### src/rtl/freq_meter_pkg.sv
// Shared types and default sizing for the frequency meter.
package freq_meter_pkg;

  typedef enum logic [1:0] {
    StIdle    = 2'd0,
    StMeasure = 2'd1,
    StDone    = 2'd2
  } state_e;

  localparam int unsigned GateCyclesDefault = 125000;
  localparam int unsigned CntWDefault       = 32;

endpackage

### src/rtl/edge_sync.sv
// Rising-edge detector for sig_in; FREQ_METER_SYNC_EN adds a 2-flop synchronizer in front.
module edge_sync (
  input  logic clk_in,
  input  logic rst_n,
  input  logic sig_in,
  output logic rise
);

`ifdef FREQ_METER_SYNC_EN
  logic [1:0] sync_q;
  logic       hist_q;

  always_ff @(posedge clk_in or negedge rst_n) begin
    if (!rst_n) begin
      sync_q <= 2'b00;
      hist_q <= 1'b0;
    end else begin
      sync_q <= {sync_q[0], sig_in};
      hist_q <= sync_q[1];
    end
  end

  assign rise = sync_q[1] & ~hist_q;
`else
  logic hist_q;

  always_ff @(posedge clk_in or negedge rst_n) begin
    if (!rst_n) begin
      hist_q <= 1'b0;
    end else begin
      hist_q <= sig_in;
    end
  end

  // sig_in is already synchronous to clk_in, so compare it directly with its history.
  assign rise = sig_in & ~hist_q;
`endif

endmodule

### src/rtl/freq_meter.sv
// Gated edge counter: counts sig_in rises over GATE_CYCLES clocks, one-shot or continuous.
// Optional input synchronizer selected by macro FREQ_METER_SYNC_EN.
module freq_meter
  import freq_meter_pkg::*;
#(
  parameter int unsigned CLK_HZ      = 125000000,
  parameter int unsigned GATE_CYCLES = GateCyclesDefault,
  parameter int unsigned CNT_W       = CntWDefault
) (
  input  logic             clk_in,
  input  logic             rst_n,
  input  logic             sig_in,
  input  logic             start,
  input  logic             cont,
  output logic             busy,
  output logic [CNT_W-1:0] count,
  output logic             valid,
  output logic             ovf
);

  localparam int unsigned GateW = (GATE_CYCLES > 2) ? $clog2(GATE_CYCLES) : 1;
  localparam logic [GateW-1:0] GateLast = GateW'(GATE_CYCLES - 1);
  localparam logic [CNT_W-1:0] EdgeMax  = {CNT_W{1'b1}};

  if (GATE_CYCLES < 2 || CLK_HZ == 0) begin : g_param_check
    $error("freq_meter: GATE_CYCLES must be >= 2 and CLK_HZ non-zero");
  end

  state_e             state_q, state_d;
  logic [GateW-1:0]   gate_q, gate_d;
  logic [CNT_W-1:0]   edge_q, edge_d;
  logic               sat_q, sat_d;
  logic [CNT_W-1:0]   count_q, count_d;
  logic               ovf_q, ovf_d;
  logic               rise;

  edge_sync u_edge_sync (
    .clk_in (clk_in),
    .rst_n  (rst_n),
    .sig_in (sig_in),
    .rise   (rise)
  );

  always_ff @(posedge clk_in or negedge rst_n) begin
    if (!rst_n) begin
      state_q <= StIdle;
      gate_q  <= '0;
      edge_q  <= '0;
      sat_q   <= 1'b0;
      count_q <= '0;
      ovf_q   <= 1'b0;
    end else begin
      state_q <= state_d;
      gate_q  <= gate_d;
      edge_q  <= edge_d;
      sat_q   <= sat_d;
      count_q <= count_d;
      ovf_q   <= ovf_d;
    end
  end

  always_comb begin
    state_d = state_q;
    gate_d  = gate_q;
    edge_d  = edge_q;
    sat_d   = sat_q;
    count_d = count_q;
    ovf_d   = ovf_q;
    case (state_q)
      StIdle: begin
        if (start) begin
          state_d = StMeasure;
          gate_d  = '0;
          edge_d  = '0;
          sat_d   = 1'b0;
        end
      end
      StMeasure: begin
        if (rise) begin
          if (edge_q == EdgeMax) begin
            sat_d = 1'b1;
          end else begin
            edge_d = edge_q + CNT_W'(1);
          end
        end
        if (gate_q == GateLast) begin
          state_d = StDone;
        end else begin
          gate_d = gate_q + GateW'(1);
        end
      end
      StDone: begin
        count_d = edge_q;
        ovf_d   = sat_q;
        // Edges arriving in this cycle are dropped: the next window starts clean.
        if (cont) begin
          state_d = StMeasure;
          gate_d  = '0;
          edge_d  = '0;
          sat_d   = 1'b0;
        end else begin
          state_d = StIdle;
        end
      end
      default: state_d = StIdle;
    endcase
  end

  // Present the fresh result during the valid cycle itself, not one cycle later.
  assign count = (state_q == StDone) ? edge_q : count_q;
  assign ovf   = (state_q == StDone) ? sat_q  : ovf_q;
  assign valid = (state_q == StDone);
  assign busy  = (state_q != StIdle);

endmodule

### config.mk
export PLATFORM = sky130hd
export DESIGN_NAME = freq_meter
export DESIGN_NICKNAME = d
export VERILOG_FILES = /design/src/rtl/freq_meter_pkg.sv /design/src/rtl/edge_sync.sv /design/src/rtl/freq_meter.sv
export SDC_FILE = /design/constraint.sdc
export NUM_CORES = 1
export LEC_CHECK = 0
export CORE_ASPECT_RATIO = 2
export CORE_MARGIN = 5
export CORE_UTILIZATION = 40
export DETAILED_ROUTE_END_ITERATION = 10
export HOLD_SLACK_MARGIN = 0.12
export PLACE_DENSITY = 0.66
export REMOVE_ABC_BUFFERS = 1
export SETUP_SLACK_MARGIN = 0.02
export SLEW_MARGIN = 0
export SYNTH_ARGS = -nofsm -noshare
export SYNTH_HDL_FRONTEND = slang
export SYNTH_SLANG_ARGS = --single-unit
### constraint.sdc
create_clock -name clk_in -period 2.3 [get_ports clk_in]
set_input_delay 0.46 -clock clk_in [delete_from_list [all_inputs] [get_ports clk_in]]
set_output_delay 0.46 -clock clk_in [all_outputs]
set_load 0.01 [all_outputs]
**Word level (Yosys, flattened, before mapping)**

Cells that the tools add are included.

- Register bits after elaboration: 86
- Bits of input ports: 5
- Output and inout port bits: 35
- Logic and storage cells: 49

- Add/subtract/negate cells: 2
- Equal/unequal tests: 11
- Multiplexer cells: 20
- Bitwise logic cells: 2
- Reductions and logical operators: 7

Operators with widths:

| cell | count |
|---|---|
| 32-bit two-way mux | 5 |
| 32-bit one-hot mux with 3 select lines | 1 |
| 17-bit two-way mux | 3 |
| 17-bit one-hot mux with 3 select lines | 1 |
| 32-bit by 1-bit adder with 32-bit output (second input constant) | 1 |
| 32-bit == test (second input constant) | 1 |
| 17-bit by 1-bit adder with 17-bit output (second input constant) | 1 |
| 17-bit == test (second input constant) | 1 |
| 2-bit != test (second input constant) | 7 |
| 5-bit AND reduction | 2 |
| 1-bit two-way mux | 6 |
| 2-bit one-hot mux with 3 select lines | 1 |
| 2-bit two-way mux | 2 |
| 4-bit AND reduction | 1 |
| 1-bit one-hot mux with 3 select lines | 1 |
| 3-bit nonzero test | 1 |
| 2-bit by 1-bit == test with 1-bit output (second input constant) | 1 |
| 2-bit == test (second input constant) | 1 |
| 2-bit zero test | 1 |
| 2-bit AND reduction | 1 |
| 2-bit nonzero test | 1 |
| 1-bit AND | 1 |
| 1-bit NOT | 1 |

**Logic depth before layout (Yosys ltp)**

- Depth in word-level cells: 4
- Gate-level depth with buffers: 7
- Gate-level depth less buffers: 6

**Cells and area by module**

Synthesis repeated with hierarchy kept, for this count alone.

- Cells, all modules: 401
- Area total of the unflattened synthesis: 4220.3 sq um

Modules (own cells, without submodules):

| module | instances | cells an instance | area an instance (sq um) | seq. area each (sq um) |
|---|---|---|---|---|
| freq_meter | 1 | 399 | 4181.5 | 2127.0 |
| edge_sync | 1 | 2 | 38.8 | 25.0 |

**Worst setup path before layout**

No wires, ideal clock.

- Path kind: register to output
- From: register state_q[0]
- To: output port count[10]
- Arrival time: 1.554 ns
- Required time: 1.840 ns
- Path slack: 0.286 ns
- Cell stages (with the launch flop): 5
- Buffers on the path: 2
- Cells stage by stage: dfrtp_1 -> nand2b_1 -> clkbuf_1 -> clkbuf_1 -> mux2_2

- Longest elaborated chain between the ends: 2

Ends and longest elaborated chain:

| item | RTL line | RTL |
|---|---|---|
| start: declaration | freq_meter.sv:29 | `state_e state_q, state_d;` |
| start signal: assignment | freq_meter.sv:46 | `state_q <= StIdle;` |
| start signal: assignment | freq_meter.sv:53 | `state_q <= state_d;` |
| 2-bit == test | freq_meter.sv:110 | `assign count = (state_q == StDone) ? edge_q : count_q;` |
| 32-bit two-way mux | - |  |
| end: declaration | freq_meter.sv:16 | `output logic [CNT_W-1:0] count,` |

No other way between the ends.

**Worst setup path in the final report**

- From: register state_q[0]
- To: output port count[2]

The elaborated chain is that of the path after synthesis.

==> impl_metrics.prom <==
# TYPE chip_impl_metric gauge
chip_impl_info{name="timing.critical_path.from_type",value="register"} 1
chip_impl_metric{name="power.share.clock",unit="%"} 42.2
chip_impl_metric{name="dieHeight",unit="µm"} 157
chip_impl_info{name="timing.hold.worst.class",value="reg -> reg"} 1
chip_impl_metric{name="maxSlewHeadroom",unit="%"} 63.1
chip_impl_metric{name="pin_count_of_the_biggest_net_entering_global_routing",unit=""} 46
chip_impl_metric{name="final_layout_size_suffix_gt1_share",unit="%"} 21.5
chip_impl_metric{name="route.vias.total",unit=""} 3731
chip_impl_metric{name="worst_skew_pair.late_latency",unit="ns"} 0.34
chip_impl_metric{name="die_w",unit="µm"} 83.4
chip_impl_metric{name="net_switching_component_of_the_power",unit="mW"} 0.984
chip_impl_metric{name="effective_utilization_at_floorplan",unit="%"} 40.9
chip_impl_metric{name="clkTransAtPathRegs",unit="ns"} 0.07
chip_impl_metric{name="clock-sinks",unit=""} 86
chip_impl_metric{name="post-route-period-util",unit="%"} 94.6
chip_impl_metric{name="fill_cells",unit=""} 1010
chip_impl_metric{name="vias_per_cell",unit=""} 5.97
chip_impl_info{name="clock-root-buffer",value="sky130_fd_sc_hd__clkbuf_16"} 1
chip_impl_metric{name="yosysWarningCount",unit=""} 0
chip_impl_metric{name="critical_path_required",unit="ns"} 1.84
chip_impl_metric{name="synth.cell_area",unit="µm²"} 4310
chip_impl_metric{name="fin_nets",unit=""} 490
chip_impl_info{name="worst-setup-path-type",value="reg -> out"} 1
chip_impl_metric{name="flow.area_growth_from_synthesis",unit="%"} 25.3
chip_impl_info{name="post-synth-top-count-cell",value="sky130_fd_sc_hd__dfrtp_1"} 1
chip_impl_metric{name="grt_antenna_before_repair",unit=""} 0
chip_impl_metric{name="int_pwr",unit="mW"} 2.72
chip_impl_metric{name="drt-initial-drc-count",unit=""} 278
chip_impl_info{name="outcome",value="finished, final reports clean"} 1
chip_impl_metric{name="globalRouteTotalUtil",unit="%"} 17.8
chip_impl_info{name="synth_top_cell_by_area",value="sky130_fd_sc_hd__dfrtp_1"} 1
chip_impl_metric{name="comb_power_share",unit="%"} 11.5
chip_impl_metric{name="setup_tns_final",unit="ns"} 0
chip_impl_metric{name="final.hold.worst_slack",unit="ns"} 0.485
chip_impl_metric{name="final-hold-violation-count",unit=""} 0
chip_impl_metric{name="port_buffers",unit=""} 39
chip_impl_metric{name="antenna_cells_inserted",unit=""} 0
chip_impl_metric{name="cts_inserted_buffers",unit=""} 9
chip_impl_metric{name="arrival",unit="ns"} 1.71
chip_impl_metric{name="cap_violations",unit=""} 0
chip_impl_metric{name="design.portCount",unit=""} 40
chip_impl_info{name="timing.critical_path.from",value="state_q[0]"} 1
chip_impl_metric{name="first_pass_grt_wire_length",unit="µm"} 18800
chip_impl_metric{name="grt_pass1_vias",unit=""} 3826
chip_impl_metric{name="synth_async_sr_flop_share",unit="%"} 100
chip_impl_metric{name="final-max-slew-violation-count",unit=""} 0
chip_impl_info{name="setup_repair_after_global_routing_missed_its_margin",value="no"} 1
chip_impl_metric{name="wl_met3",unit="µm"} 474
chip_impl_metric{name="dp_hpwl",unit="µm"} 8350
chip_impl_metric{name="post-layout-total-power",unit="mW"} 3.71
chip_impl_metric{name="fp.coreArea",unit="µm²"} 10500
chip_impl_metric{name="ir_worst_vdd",unit="µV"} 399
chip_impl_metric{name="register_area_share_after_synthesis",unit="%"} 49.9
chip_impl_metric{name="fin_crit",unit="ns"} 2.17
chip_impl_metric{name="final.setup_skew",unit="ns"} 0.00861
chip_impl_metric{name="timing_worst_slew_pin_value",unit="ns"} 0.548
chip_impl_metric{name="critical-path-max-stage-delay",unit="ns"} 0.38
chip_impl_info{name="route.top_layer_used",value="met4"} 1
chip_impl_metric{name="synth-seq-cells",unit=""} 86
chip_impl_metric{name="met2_wl_post_dr",unit="µm"} 6250
chip_impl_info{name="slowest_stage",value="sky130_fd_sc_hd__dfrtp_1"} 1
chip_impl_metric{name="synth.top_cell.area_share",unit="%"} 49.9
chip_impl_info{name="cells_taking_the_most_area_after_synthesis",value="sky130_fd_sc_hd__dfrtp_1, sky130_fd_sc_hd__mux2_2, sky130_fd_sc_hd__o21ai_0, sky130_fd_sc_hd__nand2_1, sky130_fd_sc_hd__a31oi_1"} 1
chip_impl_metric{name="final_antenna_net_count",unit=""} 0
chip_impl_metric{name="ctsHtreeMaxLevel",unit=""} 3
chip_impl_metric{name="critPathMaxFanout",unit=""} 22
chip_impl_info{name="worst_hold_startpoint",value="gate_q[16]"} 1
chip_impl_info{name="worstPathCellList",value="nand2b_2 > buf_12 > mux2_2 > dlygate4sd2_1"} 1
chip_impl_metric{name="finalWeightedCongestion",unit=""} 0.903
chip_impl_info{name="postSynth.topFlopCell",value="sky130_fd_sc_hd__dfrtp_1"} 1
chip_impl_metric{name="synthesis.area_per_instance",unit="µm²"} 10.3
chip_impl_metric{name="routed_wl",unit="µm"} 11400
chip_impl_metric{name="detailedRoute.firstPassIterationCount",unit=""} 4
chip_impl_metric{name="seq_power_share",unit="%"} 46.3
chip_impl_metric{name="power_switching_share",unit="%"} 26.5
chip_impl_metric{name="postSynthCellCount",unit=""} 418
chip_impl_metric{name="wl_per_cell",unit="µm"} 18.2
chip_impl_info{name="synth.cells.most_frequent",value="sky130_fd_sc_hd__dfrtp_1, sky130_fd_sc_hd__nand2_1, sky130_fd_sc_hd__o21ai_0"} 1
chip_impl_metric{name="grt_remaining_overflow",unit=""} 0
chip_impl_info{name="setup.worst_path.end_class",value="primary output"} 1
chip_impl_metric{name="routedLengthMet1",unit="µm"} 4160
chip_impl_metric{name="ys_types",unit=""} 50
chip_impl_metric{name="power_leakage",unit="nW"} 2.54
chip_impl_metric{name="dpl_cell_area",unit="µm²"} 5070
chip_impl_metric{name="report.final.setup_viol",unit=""} 0
chip_impl_metric{name="power_per_cell_area",unit="nW/µm²"} 686
chip_impl_metric{name="dieArea",unit="µm²"} 13100
chip_impl_metric{name="ctsLongestPathBuffers",unit=""} 2
chip_impl_metric{name="max_clock_freq",unit="GHz"} 0.460
chip_impl_metric{name="design_area",unit="µm²"} 5400
chip_impl_metric{name="row_count",unit=""} 53
chip_impl_metric{name="synth_enable_flop_cells",unit=""} 0
chip_impl_info{name="regToRegStartpoint",value="edge_q[0]"} 1
chip_impl_info{name="cts_tree",value="done"} 1
chip_impl_metric{name="drc_errors",unit=""} 0
## critical path, delay by kind of cell (launching register included)
kind          cells  cell delay, ns
mux               1            0.29
simple gates      1            0.23
buf+inv           2            0.47
flops             1            0.38
## state kept, by name, indices dropped and copies added (netlist names)
register	flops
count_q	32
edge_q	32
gate_q	17
u_edge_sync.hist_q	1
state_q	2
ovf_q	1
sat_q	1
## final timing paths
path                            slack [ns]     endpoint  cells past startpoint
worst min register to register        0.49   gate_q[16]                      1
min in group asynchronous             0.56  count_q[23]                      2
max in group asynchronous             1.15   edge_q[11]                      3
worst min-delay path                  0.49   gate_q[16]                      1
worst max register to register        0.15   edge_q[28]                      7
worst max-delay path                  0.13     count[2]                      4
## what timing repair did
action,in CTS,in global routing
endpoints found under the hold margin,21,0
setup buffers,2,1
endpoints found under the setup margin,34,8
resized for setup,36,3
hold buffers,1,0
## through the flow
stage | util, % | setup slack, ns | cells
after floorplan | - | -0.236 | 390
after global placement | 48.1 | 0.0721 | 605
after detailed placement | 48.1 | 0.0602 | 605
after CTS | 51.1 | 0.0461 | 624
after global routing | 51.2 | 0.0316 | 625
final | 51.2 | 0.125 | 625
## power groups by stage
stage	logic, mW	clock network (mW)	registers [mW]
finish	0.428	1.56	1.72
global route	0.486	1.66	1.73
CTS	0.407	1.58	1.72
detailed placement	0.400	0	1.75
global placement	0.385	0	1.75
floorplan	0.223	0	1.72
## kinds of logic after synthesis
group           count (synthesis)  share of synthesized area [%]
compound gates                115                           17.8
fa+ha+maj                       2                          0.580
simple gates                  144                           18.5
buf+inv                        33                           3.60
flops                          86                           49.9
xor+xnor                        1                          0.203
mux                            37                           9.46
## layout by cell type, fill, tap and decap left out, drive strengths merged, types with 3 or more instances in the layout
master,synthesis,final
nor3,6,6
nand2,38,38
dlygate4sd2,0,33
buf,14,43
and2,10,10
nor4,6,6
a22oi,4,4
nand4,19,19
dfrtp,86,86
clkdlybuf4s50,0,5
and3,11,11
and4,4,4
a41oi,9,9
nand2b,3,3
clkinvlp,0,4
nor2,20,20
mux2,30,30
o21ai,35,35
o31ai,16,16
a31o,4,4
nand3,16,16
clkbuf,14,9
a21oi,8,8
o22ai,3,3
mux2i,7,7
inv,5,5
a21o,4,4
a31oi,22,22
## layout make-up
class | count | area, µm² | area share [%]
clock buffers | 9 | 225 | 4.17
clock inverters | 7 | 98.8 | 1.83
inverters | 5 | 18.8 | 0.347
multi-input cells | 299 | 2020 | 37.4
flip-flops and latches | 86 | 2150 | 39.8
well taps | 137 | 171 | 3.17
repair buffers | 82 | 717 | 13.3
## layer usage
metal  track usage [%]  up-vias
li1                  -     1714
met1              18.8     1847
met2              33.3      131
met3              3.37       39
met4              9.43        0
met5                 0        -
Note: power is estimated with default switching activity, not from simulation.
